File: src/rtl/mem_arb.sv
// mem_arb: two-requester (fetch / data) arbiter onto a single memory port.
// Exactly one transaction is in flight at a time. A 16-bit watchdog ends a
// transaction whose m_ack does not arrive within TIMEOUT busy cycles and
// returns it with rerr=1.
// Build option: define MEM_ARB_RR_EN for round-robin arbitration on
// simultaneous requests; otherwise the data requester always wins ties.
module mem_arb #(
    parameter int unsigned XLEN    = 64,
    parameter int unsigned TIMEOUT = 255
) (
    input  logic              CLK,
    input  logic              RSTn,
    // fetch requester
    input  logic              i_req,
    input  logic [XLEN-1:0]   i_addr,
    output logic              i_gnt,
    output logic              i_rvalid,
    // data requester
    input  logic              d_req,
    input  logic              d_we,
    input  logic [XLEN-1:0]   d_addr,
    input  logic [XLEN-1:0]   d_wdata,
    input  logic [XLEN/8-1:0] d_wstrb,
    output logic              d_gnt,
    output logic              d_rvalid,
    // shared response
    output logic [XLEN-1:0]   rdata,
    output logic              rerr,
    // memory port
    output logic              m_req,
    output logic              m_we,
    output logic [XLEN-1:0]   m_addr,
    output logic [XLEN-1:0]   m_wdata,
    output logic [XLEN/8-1:0] m_wstrb,
    input  logic              m_ack,
    input  logic [XLEN-1:0]   m_rdata
);

    localparam int unsigned SW = XLEN / 8;
    localparam logic [15:0] TIMEOUT_W = 16'(TIMEOUT);

    typedef enum logic [1:0] {
        IDLE   = 2'd0,
        BUSY_I = 2'd1,
        BUSY_D = 2'd2
    } state_t;

    state_t            state_q, state_d;
    logic              m_req_q, m_req_d;
    logic              m_we_q, m_we_d;
    logic [XLEN-1:0]   m_addr_q, m_addr_d;
    logic [XLEN-1:0]   m_wdata_q, m_wdata_d;
    logic [SW-1:0]     m_wstrb_q, m_wstrb_d;
    logic [XLEN-1:0]   rdata_q, rdata_d;
    logic              rerr_q, rerr_d;
    logic              i_rvalid_q, i_rvalid_d;
    logic              d_rvalid_q, d_rvalid_d;
    logic [15:0]       wd_q, wd_d;
    logic [15:0]       wd_inc;
    logic              grant_i, grant_d;

`ifdef MEM_ARB_RR_EN
    // rr_q = 1 means the fetch side is preferred on the next tie
    logic              rr_q, rr_d;

    // Round-robin arbitration: grants only in IDLE and never during reset
    always_comb begin
        grant_i = 1'b0;
        grant_d = 1'b0;
        if (state_q == IDLE && RSTn) begin
            if (i_req && d_req) begin
                grant_i = rr_q;
                grant_d = !rr_q;
            end else begin
                grant_i = i_req;
                grant_d = d_req;
            end
        end
    end

    // Pointer flips to favour whichever side was not just granted
    always_comb begin
        rr_d = rr_q;
        if (grant_d) begin
            rr_d = 1'b1;
        end else if (grant_i) begin
            rr_d = 1'b0;
        end
    end

    // Round-robin pointer register
    always_ff @(posedge CLK or negedge RSTn) begin
        if (!RSTn) begin
            rr_q <= 1'b0;
        end else begin
            rr_q <= rr_d;
        end
    end
`else
    // Fixed-priority arbitration: data over fetch, only in IDLE, never in reset
    always_comb begin
        grant_i = 1'b0;
        grant_d = 1'b0;
        if (state_q == IDLE && RSTn) begin
            grant_d = d_req;
            grant_i = i_req && !d_req;
        end
    end
`endif

    assign wd_inc = wd_q + 16'd1;

    // Next-state: latch request at grant, complete on ack or watchdog expiry
    always_comb begin
        state_d    = state_q;
        m_req_d    = m_req_q;
        m_we_d     = m_we_q;
        m_addr_d   = m_addr_q;
        m_wdata_d  = m_wdata_q;
        m_wstrb_d  = m_wstrb_q;
        rdata_d    = rdata_q;
        rerr_d     = rerr_q;
        i_rvalid_d = 1'b0;
        d_rvalid_d = 1'b0;
        wd_d       = wd_q;
        case (state_q)
            IDLE: begin
                if (grant_d) begin
                    state_d   = BUSY_D;
                    m_req_d   = 1'b1;
                    m_we_d    = d_we;
                    m_addr_d  = d_addr;
                    m_wdata_d = d_wdata;
                    m_wstrb_d = d_wstrb;
                    wd_d      = '0;
                end else if (grant_i) begin
                    state_d   = BUSY_I;
                    m_req_d   = 1'b1;
                    m_we_d    = 1'b0;
                    m_addr_d  = i_addr;
                    m_wdata_d = '0;
                    m_wstrb_d = '0;
                    wd_d      = '0;
                end
            end
            BUSY_I, BUSY_D: begin
                // ack wins over an expiry landing in the same cycle
                if (m_ack) begin
                    state_d    = IDLE;
                    m_req_d    = 1'b0;
                    rdata_d    = m_rdata;
                    rerr_d     = 1'b0;
                    i_rvalid_d = (state_q == BUSY_I);
                    d_rvalid_d = (state_q == BUSY_D);
                end else if (wd_inc == TIMEOUT_W) begin
                    state_d    = IDLE;
                    m_req_d    = 1'b0;
                    rdata_d    = '0;
                    rerr_d     = 1'b1;
                    i_rvalid_d = (state_q == BUSY_I);
                    d_rvalid_d = (state_q == BUSY_D);
                    wd_d       = wd_inc;
                end else begin
                    wd_d = wd_inc;
                end
            end
            default: begin
                state_d = IDLE;
                m_req_d = 1'b0;
            end
        endcase
    end

    // State and datapath registers, all cleared by asynchronous reset
    always_ff @(posedge CLK or negedge RSTn) begin
        if (!RSTn) begin
            state_q    <= IDLE;
            m_req_q    <= 1'b0;
            m_we_q     <= 1'b0;
            m_addr_q   <= '0;
            m_wdata_q  <= '0;
            m_wstrb_q  <= '0;
            rdata_q    <= '0;
            rerr_q     <= 1'b0;
            i_rvalid_q <= 1'b0;
            d_rvalid_q <= 1'b0;
            wd_q       <= '0;
        end else begin
            state_q    <= state_d;
            m_req_q    <= m_req_d;
            m_we_q     <= m_we_d;
            m_addr_q   <= m_addr_d;
            m_wdata_q  <= m_wdata_d;
            m_wstrb_q  <= m_wstrb_d;
            rdata_q    <= rdata_d;
            rerr_q     <= rerr_d;
            i_rvalid_q <= i_rvalid_d;
            d_rvalid_q <= d_rvalid_d;
            wd_q       <= wd_d;
        end
    end

    assign i_gnt    = grant_i;
    assign d_gnt    = grant_d;
    assign i_rvalid = i_rvalid_q;
    assign d_rvalid = d_rvalid_q;
    assign rdata    = rdata_q;
    assign rerr     = rerr_q;
    assign m_req    = m_req_q;
    assign m_we     = m_we_q;
    assign m_addr   = m_addr_q;
    assign m_wdata  = m_wdata_q;
    assign m_wstrb  = m_wstrb_q;

endmodule

File: config.mk
export PLATFORM = sky130hd
export DESIGN_NAME = mem_arb
export DESIGN_NICKNAME = d
export VERILOG_FILES = /design/src/rtl/mem_arb.sv
export SDC_FILE = /design/constraint.sdc
export NUM_CORES = 1
export LEC_CHECK = 0
export BUFFER_PORTS_ARGS = -buffer_cell sky130_fd_sc_hd__clkbuf_2
export CELL_PAD_IN_SITES_DETAIL_PLACEMENT = 0
export CELL_PAD_IN_SITES_GLOBAL_PLACEMENT = 1
export CORE_AREA = 2 2 187 189
export CTS_CLUSTER_SIZE = 20
export DETAILED_ROUTE_END_ITERATION = 16
export DIE_AREA = 0 0 189 191
export PLACE_DENSITY_LB_ADDON = 0.12
export SYNTH_ARGS = -nofsm -noshare
export SYNTH_HDL_FRONTEND = slang
export SYNTH_SLANG_ARGS = --single-unit
File: constraint.sdc
create_clock -name CLK -period 2.76 [get_ports CLK]
set_input_delay 0.414 -clock CLK [delete_from_list [all_inputs] [get_ports CLK]]
set_output_delay 0.414 -clock CLK [all_outputs]
set_load 0.005 [all_outputs]
==> Word-level counts from Yosys, hierarchy flattened <==
Index checks and enable logic that the tools add are counted.
{ "word_totals": {"register_bits": 223, "input_bits": 270, "out_inout_bits": 207, "wordCells": 64} }
{ "op_classes": {"n_addsub": 1, "n_eq_ne": 6, "mux": 34, "reduce_logical": 12} }
{ "ops": {"columns": ["operator", "count"], "rows": [
  ["two-way mux 64 bit", 6],
  ["two-way mux 16 bit", 3],
  ["case mux 16 bit (2 select lines)", 1],
  ["adder 16 x 1 -> 16 bit, second input constant", 1],
  ["equality test 16 x 8 -> 1 bit, second input constant", 1],
  ["two-way mux 1 bit", 16],
  ["two-way mux 8 bit", 2],
  ["two-way mux 2 bit", 4],
  ["inequality test 3 bit, second input constant", 2],
  ["AND reduction 2 bit", 3],
  ["nonzero test 2 bit", 3],
  ["case mux 2 bit (2 select lines)", 1],
  ["AND reduction 3 bit", 1],
  ["equality test 2 x 1 -> 1 bit, second input constant", 1],
  ["equality test 2 bit, second input constant", 1],
  ["logical AND 1 bit", 2],
  ["zero test 2 bit", 1],
  ["inequality test 2 bit, second input constant", 1],
  ["case mux 1 bit (2 select lines)", 1],
  ["OR reduction 2 bit", 1],
  ["zero test 1 bit", 1]
]} }

==> Depth between registers and ports, before layout <==
Gate-level depths: netlist (run 1).
{ "logic_depth": {"word_depth": 6, "mapped_depth": 10, "depth_no_buf": 8} }

==> Least setup slack after synthesis (run 1) <==
Ideal clock, no wire load.
{ "synth_timing": {"path_kind": "reg2reg", "start": "reg wd_q[0]", "end": "reg rdata_q[54], in the netlist rdata[54]", "setup_time_ns": 0.066, "arrival_time_ns": 2.320, "required_ns": 2.694, "setup_slack_ns": 0.374, "path_stages_with_launch": 10, "path_buffers": 2, "period_less_slack_ns": 2.386, "path_cell_list": "dfrtp_1 > ha_1 > nand3_1 > or4_1 > and4_1 > o2111a_1 > o21ai_1 > buf_6 > buf_6 > a22o_1"} }
{ "synth_between": {"elab_chain_cells": 4} }
{ "synth_rtl": {"columns": ["element", "line", "rtl"], "rows": [
  ["start, declared", "58", "logic [15:0] wd_q, wd_d;"],
  ["start signal, assigned", "199", "wd_q <= wd_d;"],
  ["adder 16 x 1 -> 16 bit", "111", "assign wd_inc = wd_q + 16'd1;"],
  ["equality test 16 x 8 -> 1 bit", "155", "end else if (wd_inc == TIMEOUT_W) begin"],
  ["nonzero test 2 bit (no line)", null, null],
  ["AND reduction 2 bit (no line)", null, null],
  ["end signal, assigned", "195", "rdata_q <= rdata_d;"],
  ["end, declared", "54", "logic [XLEN-1:0] rdata_q, rdata_d;"]
]} }
No other way between the ends.
A chain may end at the register's enable or synchronous reset.

==> Worst setup path in the final report (run 1) <==
{ "layout_timing": {"start": "reg wd_q[4]", "end": "reg rdata_q[37], in the netlist rdata[37]"} }
Same word-level chain as after synthesis.

==> impl_metrics.json, run 1 <==
{
  "initial_core_util_pct": 26.4,
  "switchingPower_uw": 4570,
  "post-route-min-period_ns": 2.60,
  "rr_endpoint": "rdata[37]$_DFFE_PN0P_",
  "power_density_mw_per_mm2": 1070,
  "grt_antenna_before_repair": 0,
  "cp.required_ns": 3.16,
  "ant_nets": 0,
  "avgSynthCellArea_um2": 12.2,
  "vdd_drop_max_uv": 458,
  "min_from": "m_rdata[43]",
  "min_delay_path_depth": 2,
  "setup-tns-final_ns": 0,
  "p_clk_share_pct": 26.3,
  "rows": 68,
  "wire_per_inst_um": 18.3,
  "die_x_um": 189,
  "drc": 0,
  "cts_htree_levels": 1,
  "grt_overflow": 0,
  "grt_util_met1_pct": 19.9,
  "use_met3_pct": 4.94,
  "dp_cells": 1629,
  "r2r_slack_ns": 0.16,
  "reg2reg_depth": 7,
  "cp_data_arrival_time_ns": 3.00,
  "ios": 477,
  "grtUsageMet2_pct": 27.7,
  "async_reset_ff_share_pct": 100,
  "end_kind": "register",
  "fin_worst_skew_ns": 0.0174,
  "post-dp-hpwl_um": 22100,
  "cap_violations": 0,
  "drv_slew": 0,
  "min_to": "rdata[43]$_DFFE_PN0P_",
  "cts_tree": "built",
  "synth-edff-count": 0,
  "syn-num-nets": 1013,
  "grt_pass1_vias": 7705,
  "fp.coreArea_mm2": 0.0341,
  "diodes": 0,
  "numCtsBuffers": 27,
  "grt_max_degree": 204,
  "syn2layout_area_growth_pct": 42.4,
  "yosysSeqAreaShare_pct": 61.8,
  "first_pass_iters": 6,
  "grt_pass1_wl_um": 46100,
  "startpoint_type": "register",
  "setup_violations": 0,
  "synth_cells": 738,
  "synth_flop_cell": "dfrtp_1",
  "rsz0062_at_grt": "no",
  "drt_iter0_markers": 277,
  "die_height_um": 191,
  "netlist-cell-type-count": 44,
  "post_cts.repair.setup_buffers": 0,
  "outcome": "finished clean",
  "fin_nets": 1479,
  "netlist_top_cells_count": "dfrtp_1, a22o_1, o21ai_0",
  "maxSlewHeadroom_pct": 18.0,
  "fin_cells": 1673,
  "grtUsageTotal_pct": 16.3,
  "cts-root-buf": "clkbuf_16",
  "num-fill-cells": 3426,
  "vias": 7621,
  "synth_most_common_cell": "dfrtp_1",
  "period_share_pct": 94.2,
  "die-area_mm2": 0.0361,
  "clockBufferDepth": 3,
  "ys_ff_latch": 223,
  "io_buffer_count": 476,
  "routed_wl_um": 30600,
  "hp-class": "input port to register",
  "grt.busiest_layer": "met2",
  "hold_viol": 0,
  "drive_above_1_share_pct": 44.3,
  "synth_area_mm2": 0.00902,
  "power_frac_comb_pct": 33.9,
  "clk_pin_slew_worst_paths_ns": 0.06,
  "synth.top_cell.area_share_pct": 61.8,
  "tightest_slew_ns": 1.23,
  "clock_sinks": 223,
  "internal-power_uw": 9240,
  "synth_top_cell_by_area": "dfrtp_1",
  "gp_congestion": 0.770,
  "clkLatencyLatePin_ns": 0.53,
  "swShare_pct": 33.1,
  "p_total_uw": 13800,
  "p_seq_share_pct": 39.8,
  "max_freq_mhz": 385,
  "cellLeakagePower_uw": 0.00660,
  "via_per_inst": 4.56,
  "synth_warnings": 0,
  "worst-path-max-fanout": 64,
  "synth_area_leaders": "dfrtp_1, a22o_1, mux2i_1, o21ai_0, nand2_1",
  "r2r_start": "wd_q[4]$_DFFE_PN0P_",
  "critPathKind": "register to register"
}
[sequential cells by signal (all words and copies together) (netlist names), 2 cells and up]
signal and cells:
m_addr 64, m_wdata 64, rdata 64, wd_q 16, m_wstrb 8, state_q 2
[through the flow]
stage	instance area (µm²)	utilization [%]	worst slack, ns	hold WS, ns
detailed placement	11900	35.0	0.122	0.469
finish	12800	37.7	0.160	0.0983
global route	12800	37.7	0.0430	0.0806
global placement	11900	35.0	0.151	0.462
floorplan	9020	-	0.374	0.118
CTS	12800	37.6	0.0888	0.0641
[worst max-delay path by stage]
stage	depth (start not counted)	endpoint	start
finish	7	rdata[37]$_DFFE_PN0P_	wd_q[4]$_DFFE_PN0P_
global route	7	rdata[51]$_DFFE_PN0P_	wd_q[4]$_DFFE_PN0P_
CTS	7	rdata[37]$_DFFE_PN0P_	wd_q[4]$_DFFE_PN0P_
detailed placement	7	rdata[51]$_DFFE_PN0P_	wd_q[4]$_DFFE_PN0P_
global placement	7	rdata[50]$_DFFE_PN0P_	wd_q[4]$_DFFE_PN0P_
floorplan	9	rdata[54]$_DFFE_PN0P_	wd_q[0]$_DFFE_PN0P_
[critical path: stages (launching register included)]
cell,delay [ns]
dfrtp_1,0.47
nand3_4,0.19
or4_4,0.53
a2111oi_4,0.37
o2111a_1,0.31
o21ai_4,0.08
buf_12,0.21
a22o_1,0.28
[power by group through the flow]
stage / Sequential [µW] / Combinational (µW) / Clock [µW]
after CTS: 5510 / 4800 / 3780
after global routing: 5680 / 5190 / 3910
after floorplan: 5590 / 2160 / 0
after detailed placement: 5510 / 4810 / 0
final: 5500 / 4680 / 3640
after global placement: 5540 / 4770 / 0
[cells by family (layout without fill, tap and decap cells)]
logic type / Yosys count / in the layout / synth area share [%]
AOI/OAI and AO/OA: 250 / 250 / 20.4
xor gates and xnor gates: 2 / 2 / 0.194
adders and majority gates: 5 / 5 / 0.693
buffers and inverters: 63 / 543 / 3.09
DFF: 223 / 223 / 61.8
muxes: 64 / 64 / 7.10
and+or+nand+nor: 131 / 131 / 6.70
[metal layers]
layer	up-vias	part of all wire, %
li1	3654	-
met1	3612	41
met2	304	48
met3	51	8.5
met4	0	2.7
met5	-	0
[cell usage in the layout (no fill, tap or decap), types with 2 or more instances in the layout]
cell type	count
nand3b_1	2
ha_1	5
o22a_1	2
clkbuf_8	5
clkbuf_1	4
nand4_1	5
nor3_1	3
mux2i_1	64
o21ai_0	89
or4_1	2
nor4_1	4
and4_1	2
a22o_1	137
bufinv_16	4
a31oi_1	3
clkinv_2	2
buf_12	5
dfrtp_1	223
nand3_1	9
and3_1	4
clkbuf_2	475
o31ai_1	5
clkbuf_16	27
a21oi_1	3
nor2_1	13
inv_1	5
o211ai_1	2
buf_4	12
nand2_1	78
[layout make-up]
| class | instances | area [µm²] | area share, % |
|---|---|---|---|
| multi-input cells | 452 | 3180 | 24.8 |
| inverters | 6 | 27.5 | 0.214 |
| clock inverters | 7 | 138 | 1.07 |
| flip-flops and latches | 223 | 5580 | 43.4 |
| repair buffers | 494 | 2590 | 20.2 |
| clock buffers | 36 | 759 | 5.91 |
| well taps | 455 | 569 | 4.43 |
[what timing repair did]
action                     4_1_cts  5_1_grt
resized for setup                0        1
setup endpoints to repair        0       64
hold endpoints to repair        36        0
hold buffers                     1        0
(Power assumes the default switching activity.)
==> inputs of run 2 (changes only) <==
==> constraint.sdc (replaced) <==
create_clock -name CLK -period 2.76 [get_ports CLK]
set_input_delay 0.276 -clock CLK [delete_from_list [all_inputs] [get_ports CLK]]
set_output_delay 0.276 -clock CLK [all_outputs]
set_load 0.005 [all_outputs]
==> impl_metrics.json, run 2 (synthesis gave the netlist of run 1 again) <==
{
  "outcome": "finished clean",
  "maxSlewHeadroom_pct": 15.5,
  "clock_sinks": 223,
  "die-area_mm2": 0.0361,
  "fin_nets": 1618,
  "rows": 68,
  "via_per_inst": 4.48,
  "critPathKind": "register to register",
  "clk_pin_slew_worst_paths_ns": 0.06,
  "grt_overflow": 0,
  "post-route-min-period_ns": 2.57,
  "layout_common_cells": "clkbuf_2, dfrtp_1, dlygate4sd3_1, a22o_1, o21ai_0",
  "grt_antenna_before_repair": 0,
  "gp_congestion": 0.752,
  "crit_path_top_delay_cell": "or4_4",
  "tightest_slew_ns": 1.26,
  "layout_setup_ws_ns": 0.191,
  "end_kind": "register",
  "vias": 8161,
  "cts_tree": "built",
  "setup_violations": 0,
  "cp_data_arrival_time_ns": 2.98,
  "drt_iter0_markers": 247,
  "rsz0062_at_grt": "no",
  "cts-root-buf": "clkbuf_16",
  "fin_worst_skew_ns": 0.00694,
  "post-dp-hpwl_um": 22000,
  "fin_cells": 1820,
  "fp.coreArea_mm2": 0.0341,
  "pre_cts_slack_ns": 0.192,
  "dp_cells": 1629,
  "numCtsBuffers": 28,
  "power_density_mw_per_mm2": 976,
  "cap_violations": 0,
  "io_buffer_count": 476,
  "die_height_um": 191,
  "die_x_um": 189,
  "startpoint_type": "register",
  "drive_above_1_share_pct": 40.1,
  "drc": 0,
  "cellLeakagePower_uw": 0.00719,
  "path_cells": "nand3_2 -> or4_4 -> a2111oi_4 -> o2111a_2 -> o21ai_4 -> clkbuf_16 -> a22o_1",
  "cts_htree_levels": 1,
  "vdd_drop_max_uv": 615,
  "cp.required_ns": 3.17,
  "initial_core_util_pct": 26.4,
  "syn2layout_area_growth_pct": 58.2,
  "critPathBufInv": 1,
  "wire_per_inst_um": 17.2,
  "routed_wl_um": 31300,
  "critPathTopFamily": "compound AO/OA/AOI/OAI gates",
  "post_cts.repair.setup_buffers": 0,
  "ios": 477,
  "first_pass_iters": 5,
  "grt_pass1_vias": 8235,
  "max_stage_delay_ns": 0.53,
  "setup-tns-final_ns": 0,
  "grt_max_degree": 204,
  "clkLatencyLatePin_ns": 0.53,
  "period_share_pct": 93.1,
  "hold_viol": 0,
  "grtUsageTotal_pct": 16.6,
  "ant_nets": 0,
  "drv_slew": 0,
  "grt_pass1_wl_um": 47500,
  "max_freq_mhz": 389,
  "hp-class": "input port to register",
  "clockBufferDepth": 3,
  "worst-path-max-fanout": 31,
  "diodes": 0,
  "hold_ws_ns": 0.0262,
  "layout_commonest_cell": "clkbuf_2"
}
## run 2: cell type report
type / count / area [µm²]
Timing Repair Buffer: 632 / 4000
Sequential cell: 223 / 5580
Fill cell: 3344 / 19800
Tap cell: 455 / 569
Inverter: 6 / 27.5
Clock inverter: 7 / 43.8
Clock buffer: 45 / 866
Multi-Input combinational cell: 452 / 3190
## run 2: worst paths after layout
path | startpoint | to | cells after the start | slack [ns]
max reg2reg | wd_q[4]$_DFFE_PN0P_ | rdata[8]$_DFFE_PN0P_ | 7 | 0.19
max in group asynchronous | RSTn | m_wdata[21]$_DFFE_PN0P_ | 4 | 1.05
min in group asynchronous | RSTn | m_addr[56]$_DFFE_PN0P_ | 2 | 0.17
min | i_addr[63] | m_addr[63]$_DFFE_PN0P_ | 3 | 0.03
max | wd_q[4]$_DFFE_PN0P_ | rdata[8]$_DFFE_PN0P_ | 7 | 0.19
min reg2reg | m_addr[11]$_DFFE_PN0P_ | m_addr[11]$_DFFE_PN0P_ | 2 | 0.47
## run 2: layer usage
metal | wire length, µm | share of wire [%] | GRT usage (%)
met1 | 12800 | 41 | 20.4
met5 | 0 | 0 | 0
met2 | 15200 | 49 | 28.2
met4 | 938 | 3.0 | 5.74
met3 | 2380 | 7.6 | 4.53
## run 2: worst reg2reg max path: stages (launching register included)
cell and delay, ns:
dfrtp_1 0.44, nand3_2 0.20, or4_4 0.53, a2111oi_4 0.36
o2111a_2 0.30, o21ai_4 0.11, clkbuf_16 0.24, a22o_1 0.27
## run 2: power by group
group / internal [µW] / switching, µW
clock: 2140 / 1410
combinational: 2430 / 2460
sequential: 4700 / 794
total: 9260 / 4670
## run 2: through the flow
stage | total power, µW | utilization (%) | instance area, µm²
final | 13900 | 41.8 | 14300
after global routing | 14900 | 41.8 | 14300
after CTS | 14100 | 41.7 | 14200
after detailed placement | 10300 | 35.0 | 11900
after global placement | 10300 | 35.0 | 11900
after floorplan | 7750 | - | 9020
## run 2: repair_timing
item / 4_1_cts / 5_1_grt
gates resized for setup: 0 / 3
endpoints found under the setup margin: 0 / 51
hold endpoints to repair: 194 / 0
hold buffers: 138 / 0
==> inputs of run 3 (changes only) <==
--- a/config.mk
+++ b/config.mk
@@ -5,6 +5,7 @@
 export SDC_FILE = /design/constraint.sdc
 export NUM_CORES = 1
 export LEC_CHECK = 0
+export ABC_AREA = 1
 export BUFFER_PORTS_ARGS = -buffer_cell sky130_fd_sc_hd__clkbuf_2
 export CELL_PAD_IN_SITES_DETAIL_PLACEMENT = 0
 export CELL_PAD_IN_SITES_GLOBAL_PLACEMENT = 1
==> impl_metrics.json, run 3 <==
{
  "outcome": "finished clean",
  "netlist_top_cells_count": "nand2_1, dfrtp_1, nor2_1",
  "async_reset_ff_share_pct": 100,
  "synth-edff-count": 0,
  "via_per_inst": 4.45,
  "utilization_pct": 42.8,
  "drv_slew": 0,
  "fin_nets": 1873,
  "grtUsageTotal_pct": 19.7,
  "internal-power_uw": 9090,
  "maxSlewHeadroom_pct": 31.1,
  "dp_cells": 1862,
  "io_buffer_count": 476,
  "synth-adder-area-share_pct": 0.674,
  "drc": 0,
  "p_clk_share_pct": 23.8,
  "rsz0062_at_grt": "no",
  "ant_nets": 0,
  "startpoint_type": "register",
  "routed_wl_um": 36500,
  "post-dp-hpwl_um": 25100,
  "rows": 68,
  "vdd_drop_max_uv": 500,
  "drt_iter0_markers": 387,
  "synth_cells": 986,
  "swShare_pct": 36.0,
  "cts-root-buf": "clkbuf_16",
  "cts_htree_levels": 1,
  "synth.top_cell.area_share_pct": 60.2,
  "ios": 477,
  "end_kind": "output port",
  "cp_data_arrival_time_ns": 2.31,
  "yosysSeqAreaShare_pct": 60.2,
  "power_density_mw_per_mm2": 973,
  "power_frac_comb_pct": 36.9,
  "grt_overflow": 0,
  "numCtsBuffers": 27,
  "die_height_um": 191,
  "synth-compound-area-share_pct": 15.2,
  "fp.coreArea_mm2": 0.0341,
  "setup_violations": 0,
  "grt_pass1_wl_um": 55700,
  "synthSimpleGateAreaFrac_pct": 19.6,
  "critPathKind": "register to output port",
  "syn-num-nets": 1261,
  "synth_top_family_by_area": "simple AND/OR/NAND/NOR gates",
  "clock_sinks": 223,
  "synth_xor_area_share_pct": 0.189,
  "fin_worst_skew_ns": 0.0118,
  "synth_area_mm2": 0.00928,
  "layout_common_cells": "clkbuf_2, nand2_1, dfrtp_1, dlygate4sd3_1, nor2_1",
  "wire_per_inst_um": 17.6,
  "synth_most_common_cell": "nand2_1",
  "grt_max_degree": 144,
  "hold_ws_ns": 0.0277,
  "grt_antenna_before_repair": 3,
  "synth_area_leaders": "dfrtp_1, nand2_1, a22o_1, o21ai_0, nand3_1",
  "synth_top_cell_by_area": "dfrtp_1",
  "synth_flop_cell": "dfrtp_1",
  "first_pass_iters": 4,
  "max_freq_mhz": 387,
  "grt_pass1_vias": 9422,
  "die_x_um": 189,
  "cts_tree": "built",
  "clockBufferDepth": 3,
  "gp_congestion": 0.783,
  "setup-tns-final_ns": 0,
  "p_seq_share_pct": 39.3,
  "post-route-min-period_ns": 2.58,
  "hp-class": "input port to register",
  "synthMuxAreaShare_pct": 0,
  "synth_warnings": 0,
  "fin_cells": 2073,
  "clkLatencyLatePin_ns": 0.54,
  "clk_pin_slew_worst_paths_ns": 0.06,
  "switchingPower_uw": 5120,
  "drive_above_1_share_pct": 33.9,
  "worst-path-max-fanout": 65,
  "layout_commonest_cell": "clkbuf_2",
  "initial_core_util_pct": 27.2,
  "period_share_pct": 93.6,
  "cp.required_ns": 2.48,
  "ys_ff_latch": 223,
  "tightest_slew_ns": 1.03,
  "syn2layout_area_growth_pct": 57.4,
  "netlist-cell-type-count": 23,
  "cellLeakagePower_uw": 0.00769,
  "avgSynthCellArea_um2": 9.41,
  "place_area_mm2": 0.0121,
  "vias": 9231,
  "final_area_mm2": 0.0146,
  "cap_violations": 0,
  "hold_viol": 0,
  "die-area_mm2": 0.0361
}
==> run 3: cell types whose count changed in the layout (fill, tap and decap cells not counted), sizes merged, moves of 5 or more <==
cell / delta
nand2: +183
nor2: +78
nand3: +70
mux2i: -64
a22o: -63
a21oi: +62
dlygate4sd3: +24
inv: +23
o21ai: -11
buf: -5
o31ai: -5
==> run 3: power groups by stage <==
stage	Sequential (µW)	Combinational (µW)	Clock (µW)
2_1_floorplan	5670	2290	0
3_3_place_gp	5610	5170	0
3_5_place_dp	5590	5220	0
4_1_cts	5580	5390	3520
5_1_grt	5770	5890	3660
6_report	5580	5250	3380
==> run 3: final cells by class <==
class / instances / area [µm²]
Sequential cell: 223 / 5580
Clock inverter: 3 / 18.8
Inverter: 28 / 108
Clock buffer: 43 / 816
Timing Repair Buffer: 650 / 4170
Fill cell: 3427 / 19500
Tap cell: 455 / 569
Antenna cell: 3 / 7.51
Multi-Input combinational cell: 668 / 3330
==> run 3: logic make-up after synthesis <==
family,after synthesis
fa+ha+maj,5
simple gates,437
xor+xnor,2
buf+inv,95
flops,223
compound gates,224
==> run 3: critical path, cell delays in order, from the launching register on <==
cell and delay (ns):
dfrtp_1 0.39, inv_1 0.08, ha_1 0.24, nand3_1 0.16, nor2_4 0.15, buf_6 0.46, clkbuf_2 0.22
==> run 3: through the flow <==
step                      setup slack, ns  total power [µW]
final                               0.177             14200
after CTS                           0.122             14500
after detailed placement            0.351             10800
after floorplan                     0.834              7960
after global placement              0.401             10800
after global routing               0.0384             15300
==> run 3: metal layers <==
layer,GRT usage [%],wire length [µm]
met1,24.5,14900
met5,0,25
met4,5.32,818
met3,5.09,2690
met2,33.7,18100
==> run 3: path summary, 6_finish.rpt <==
kind	start	to	slack, ns	depth (start not counted)
max	state_q[0]$_DFFE_PN0P_	i_gnt	0.18	6
min	d_addr[23]	m_addr[23]$_DFFE_PN0P_	0.03	3
max reg2reg	wd_q[1]$_DFFE_PN0P_	i_rvalid$_DFF_PN0_	0.39	12
min reg2reg	m_addr[13]$_DFFE_PN0P_	m_addr[13]$_DFFE_PN0P_	0.48	2
max in group asynchronous	RSTn	rdata[6]$_DFFE_PN0P_	0.93	4
min in group asynchronous	RSTn	wd_q[14]$_DFFE_PN0P_	0.50	3
==> run 3: timing repair <==
action,4_1_cts,5_1_grt
resized for setup,1,1
hold buffers,162,0
setup endpoints to repair,1,1
endpoints found under the hold margin,206,0
setup buffers,0,0
